[config.mk]
export PLATFORM = sky130hd
export DESIGN_NAME = dma_channel_scheduler
export DESIGN_NICKNAME = d
export VERILOG_FILES = /design/src/rtl/dma_channel_scheduler.sv
export SDC_FILE = /design/constraint.sdc
export NUM_CORES = 1
export LEC_CHECK = 0
export ABC_AREA = 1
export BUFFER_PORTS_ARGS = -buffer_cell sky130_fd_sc_hd__buf_2
export CAP_MARGIN = 20
export CORE_UTILIZATION = 55
export CTS_CLUSTER_SIZE = 28
export DETAILED_ROUTE_END_ITERATION = 7
export PLACE_DENSITY = 0.8
export SLEW_MARGIN = 10
export SYNTH_ARGS = -nofsm -noshare
export SYNTH_HDL_FRONTEND = slang
export SYNTH_SLANG_ARGS = --single-unit
[constraint.sdc]
create_clock -name clk_i -period 4.2 [get_ports clk_i]
set_clock_uncertainty 0.1 [all_clocks]
set_input_delay 0 -clock clk_i [delete_from_list [all_inputs] [get_ports clk_i]]
set_output_delay 0 -clock clk_i [all_outputs]
set_load 0.1 [all_outputs]
[src/rtl/dma_channel_scheduler.sv]
// dma_channel_scheduler: round-robin, two-class priority arbiter that grants the
// DMA transfer datapath to one channel at a time, with an optional beat quantum.
`default_nettype none

module dma_channel_scheduler #(
    parameter int N_CHANNELS = 4,
    parameter int CHANNEL_W  = $clog2(N_CHANNELS),
    parameter int QUANTUM_W  = 8
) (
    input  logic                  clk_i,
    input  logic                  rst_ni,
    input  logic [N_CHANNELS-1:0] req_i,
    input  logic [N_CHANNELS-1:0] hi_prio_i,
    input  logic [QUANTUM_W-1:0]  quantum_i,
    input  logic                  beat_i,
    input  logic                  last_i,
    output logic [N_CHANNELS-1:0] grant_o,
    output logic                  grant_valid_o,
    output logic [CHANNEL_W-1:0]  grant_id_o,
    output logic                  quantum_exp_o
);

    typedef enum logic [1:0] {
        ST_IDLE    = 2'd0,
        ST_GRANT   = 2'd1,
        ST_RELEASE = 2'd2
    } state_e;

    state_e                state_q, state_d;
    logic [N_CHANNELS-1:0] grant_q, grant_d;
    logic [CHANNEL_W-1:0]  grant_id_q, grant_id_d;
    logic [CHANNEL_W-1:0]  rr_ptr_q, rr_ptr_d;
    logic [QUANTUM_W-1:0]  beat_cnt_q, beat_cnt_d;
    logic [QUANTUM_W-1:0]  q_lat_q, q_lat_d;
    logic                  qexp_q, qexp_d;

    logic [N_CHANNELS-1:0] hi_req;
    logic [N_CHANNELS-1:0] cand;
    logic [CHANNEL_W-1:0]  win_id;
    logic [CHANNEL_W-1:0]  rr_next;
    logic                  quantum_hit;

    // First set bit of v scanning upward from ptr with wrap-around.
    function automatic logic [CHANNEL_W-1:0] pick_rr(
        input logic [N_CHANNELS-1:0] v,
        input logic [CHANNEL_W-1:0]  ptr
    );
        logic [CHANNEL_W-1:0] res;
        logic [CHANNEL_W-1:0] idx_w;
        int                   idx;
        res = '0;
        for (int k = N_CHANNELS - 1; k >= 0; k--) begin
            idx = int'(ptr) + k;
            if (idx >= N_CHANNELS) begin
                idx = idx - N_CHANNELS;
            end
            idx_w = idx[CHANNEL_W-1:0];
            if (v[idx_w]) begin
                res = idx_w;
            end
        end
        return res;
    endfunction

    assign hi_req      = req_i & hi_prio_i;
    assign cand        = (|hi_req) ? hi_req : req_i;
    assign win_id      = pick_rr(cand, rr_ptr_q);
    assign rr_next     = (grant_id_q == CHANNEL_W'(N_CHANNELS - 1)) ? '0
                                                                     : grant_id_q + CHANNEL_W'(1);
    assign quantum_hit = (q_lat_q != '0) && beat_i && (beat_cnt_q == q_lat_q - QUANTUM_W'(1));

    always_comb begin
        state_d    = state_q;
        grant_d    = grant_q;
        grant_id_d = grant_id_q;
        rr_ptr_d   = rr_ptr_q;
        beat_cnt_d = beat_cnt_q;
        q_lat_d    = q_lat_q;
        qexp_d     = 1'b0;
        unique case (state_q)
            // RELEASE is the single dead cycle; it arbitrates with the already
            // advanced pointer so back-to-back grants are one zero cycle apart.
            ST_IDLE, ST_RELEASE: begin
                state_d    = ST_IDLE;
                grant_d    = '0;
                grant_id_d = '0;
                if (|req_i) begin
                    state_d    = ST_GRANT;
                    grant_d    = {{(N_CHANNELS-1){1'b0}}, 1'b1} << win_id;
                    grant_id_d = win_id;
                    q_lat_d    = quantum_i;
                    beat_cnt_d = '0;
                end
            end
            ST_GRANT: begin
                if (beat_i && (beat_cnt_q != '1)) begin
                    beat_cnt_d = beat_cnt_q + QUANTUM_W'(1);
                end
                if (last_i || quantum_hit || !req_i[grant_id_q]) begin
                    state_d    = ST_RELEASE;
                    grant_d    = '0;
                    grant_id_d = '0;
                    rr_ptr_d   = rr_next;
                    qexp_d     = quantum_hit && !last_i;
                end
            end
            default: begin
                state_d    = ST_IDLE;
                grant_d    = '0;
                grant_id_d = '0;
            end
        endcase
    end

    always_ff @(posedge clk_i or negedge rst_ni) begin
        if (!rst_ni) begin
            state_q    <= ST_IDLE;
            grant_q    <= '0;
            grant_id_q <= '0;
            rr_ptr_q   <= '0;
            beat_cnt_q <= '0;
            q_lat_q    <= '0;
            qexp_q     <= 1'b0;
        end else begin
            state_q    <= state_d;
            grant_q    <= grant_d;
            grant_id_q <= grant_id_d;
            rr_ptr_q   <= rr_ptr_d;
            beat_cnt_q <= beat_cnt_d;
            q_lat_q    <= q_lat_d;
            qexp_q     <= qexp_d;
        end
    end

    assign grant_o       = grant_q;
    assign grant_valid_o = |grant_q;
    assign grant_id_o    = grant_id_q;
    assign quantum_exp_o = qexp_q;

endmodule

`default_nettype wire

==> impl_metrics.json <==
{
  "grt_max_degree": 28,
  "rows": 19,
  "drc": 2,
  "topRoutingLayerUsed": "met4",
  "path_max_fanout": 6,
  "wl_met1_mm": 1.69,
  "synth_nets": 251,
  "hold_class": "primary input to flip-flop",
  "wl_met2_mm": 1.73,
  "slew_headroom_pct": 59.2,
  "end_kind": "flip-flop",
  "synthDistinctLibCells": 27,
  "first_global_vias": 1420,
  "viasPerCell": 5.28,
  "wl_met3_um": 172,
  "ys_seq_area_share_pct": 40.1,
  "grt_antenna_before_repair": 0,
  "clock-sinks": 27,
  "crit_type": "flip-flop to flip-flop",
  "nets": 291,
  "cts.path.max_buffers": 2,
  "die_height_um": 57.4,
  "synth-seq-cells": 27,
  "drt_iter0_drc": 106,
  "cap_violations": 0,
  "ioPinCount": 28,
  "dpl.hpwl_mm": 2.70,
  "outcome": "finished with violations",
  "final_cell_mix": "61 x nand2_1, 27 x nand3_1, 27 x dfrtp_1, 27 x buf_2, 20 x inv_1",
  "gp_congestion": 0.870,
  "postCtsSetupBuffers": 0,
  "fin_crit_sh_pct": 46.5,
  "hold_viol_final": 0,
  "setup_viol": 0,
  "syn_to_final_growth_pct": 17.7,
  "root_buffer": "clkbuf_4",
  "ir_worst_vdd_uv": 351,
  "cp_cell_sequence": "inv_1, ha_1, nand2_1, o21ai_0, nor3_1, nand2_1, nor2_1, nand3_2, nand3_2, nor2_1, o21bai_1",
  "ant_nets": 0,
  "syn_area_um2": 1690,
  "path_clk_slew_ns": 0.14,
  "final_layout_size_suffix_gt1_share_pct": 19.5,
  "cts_tree": "done",
  "core_um2": 2830,
  "cp.required_ns": 4.32,
  "critPathArrivalTime_ns": 2.08,
  "dieArea_um2": 3290,
  "rsz0062_at_grt": "no",
  "post_drt_wl_per_cell_um": 12.2,
  "r2r_setup_slack_ns": 2.24,
  "fillers": 235,
  "yosys_warnings": 0,
  "fmax_mhz": 511,
  "violations": "design-rule violations",
  "fin_crit_ns": 1.96,
  "maxSlewViolCount": 0,
  "slowest_delay_ns": 0.42,
  "p_leak_nw": 1.00,
  "powerDensity_nw_per_um2": 703,
  "synth_top_cell_area_share_pct": 40.1,
  "grt_usage_pct": 23.4,
  "grt_pass1_wl_mm": 5.99,
  "tns_ns": 0,
  "start_kind": "flip-flop",
  "fp.dieW_um": 57.4,
  "tightest_slew_ns": 0.611,
  "antenna_cells": 0,
  "final_core_util_pct": 70.1,
  "cts_max_level": 1,
  "final_common_cell": "nand2_1",
  "synth_area_per_cell_um2": 7.43,
  "cpMaxStageDelayCell": "dfrtp_1",
  "firstDrtPassIters": 6,
  "grt_overflow": 0,
  "totalWireLength_mm": 3.63,
  "initial_core_util_pct": 59.6,
  "num_vias": 1568,
  "port_buffers": 27,
  "cts_buffers": 3,
  "synth_cells": 227,
  "insertion_delay_ns": 0.33,
  "yosys.area.top_type": "dfrtp_1",
  "synthTopCellsByArea": "dfrtp_1 40%, nand2_1 14%, nand3_1 8.0%, inv_1 4.5%, o21ai_0 4.5%"
}
==> cell families after synthesis <==
logic type | Yosys count | synth area share (%)
flops | 27 | 40.1
xor+xnor | 10 | 5.19
fa+ha+maj | 4 | 2.97
simple gates | 127 | 35.3
compound gates | 30 | 9.87
buf+inv | 29 | 6.60
==> critical path: cells and delay by family (launching register included) <==
kind | cells | cell delay [ns]
AO/OA/AOI/OAI | 2 | 0.22
adder cells (fa/ha/maj) | 1 | 0.26
buffers and inverters | 1 | 0.13
flip-flops | 1 | 0.42
AND/OR/NAND/NOR | 7 | 0.72
==> Yosys cell counts <==
cell and number:
inv_1 20, dfrtp_1 27, nand2_1 61, nand3_1 27, xnor2_1 5, buf_2 2, o21a_1 1, o21ai_1 3
xor2_1 5, nand2_2 6, o21ai_0 15, nor2_1 15, nor3_2 2, inv_2 6, o21bai_1 2, nor2_4 2
or4_1 1, or2_2 1, nor3_1 7, a2bb2oi_1 1, nand3_2 4, clkbuf_1 1, ha_1 4, nand4_1 1
a21oi_1 6, o22ai_1 1, a221oi_1 1
==> cell type report <==
cell class | count | area, um^2 | share of cell area, %
clock inverters | 1 | 5.00 | 0.252
flip-flops and latches | 27 | 676 | 34.0
well taps | 31 | 38.8 | 1.95
multi-input cells | 171 | 900 | 45.3
inverters | 26 | 97.6 | 4.92
repair buffers | 38 | 245 | 12.4
clock buffers | 3 | 22.5 | 1.13
==> report_power, final <==
| group | total [mW] | switching [mW] | internal, mW | leakage [nW] |
|---|---|---|---|---|
| Clock | 0.111 | 0.0755 | 0.0358 | 0.0177 |
| Combinational | 0.854 | 0.596 | 0.258 | 0.635 |
| Sequential | 0.431 | 0.0866 | 0.344 | 0.350 |
| Total | 1.40 | 0.758 | 0.638 | 1.00 |
==> stage by stage <==
step	setup slack [ns]	instance area, um^2	total power, mW	instances	hold WS [ns]
after global placement	2.32	1850	1.26	282	-0.0568
after global routing	2.04	1980	1.52	297	0.117
after detailed placement	2.28	1850	1.28	282	-0.0560
after CTS	2.24	1980	1.40	297	0.0691
final	2.24	1980	1.40	297	0.0803
after floorplan	2.16	1690	1.12	227	-0.396
==> what timing repair did <==
item	CTS	global route
hold buffers	11	0
endpoints found under the hold margin	42	0
gates resized for setup	0	0
==> flip-flops by register name, summed over array words and instances, names as in the netlist <==
register and cells:
state_q 2, rr_ptr_q 2, grant_id_o 2, grant_o 4, beat_cnt_q 8, quantum_exp_o 1, q_lat_q 8
==> metal layers <==
metal | track usage (%) | up-vias
met5 | 0 | -
met4 | 6.27 | 0
met3 | 3.40 | 4
met2 | 40.5 | 44
met1 | 30.6 | 703
li1 | - | 817
==> worst paths after layout <==
path                                 end        from  cells past startpoint
min                           state_q[0]    req_i[3]                      5
max in group asynchronous     q_lat_q[1]      rst_ni                      2
max reg2reg                   grant_o[3]  q_lat_q[0]                     11
max                           grant_o[3]  q_lat_q[0]                     11
min in group asynchronous    rr_ptr_q[1]      rst_ni                      2
min reg2reg                grant_id_o[1]  state_q[0]                      1
Note: power is estimated with default switching activity, not from simulation.
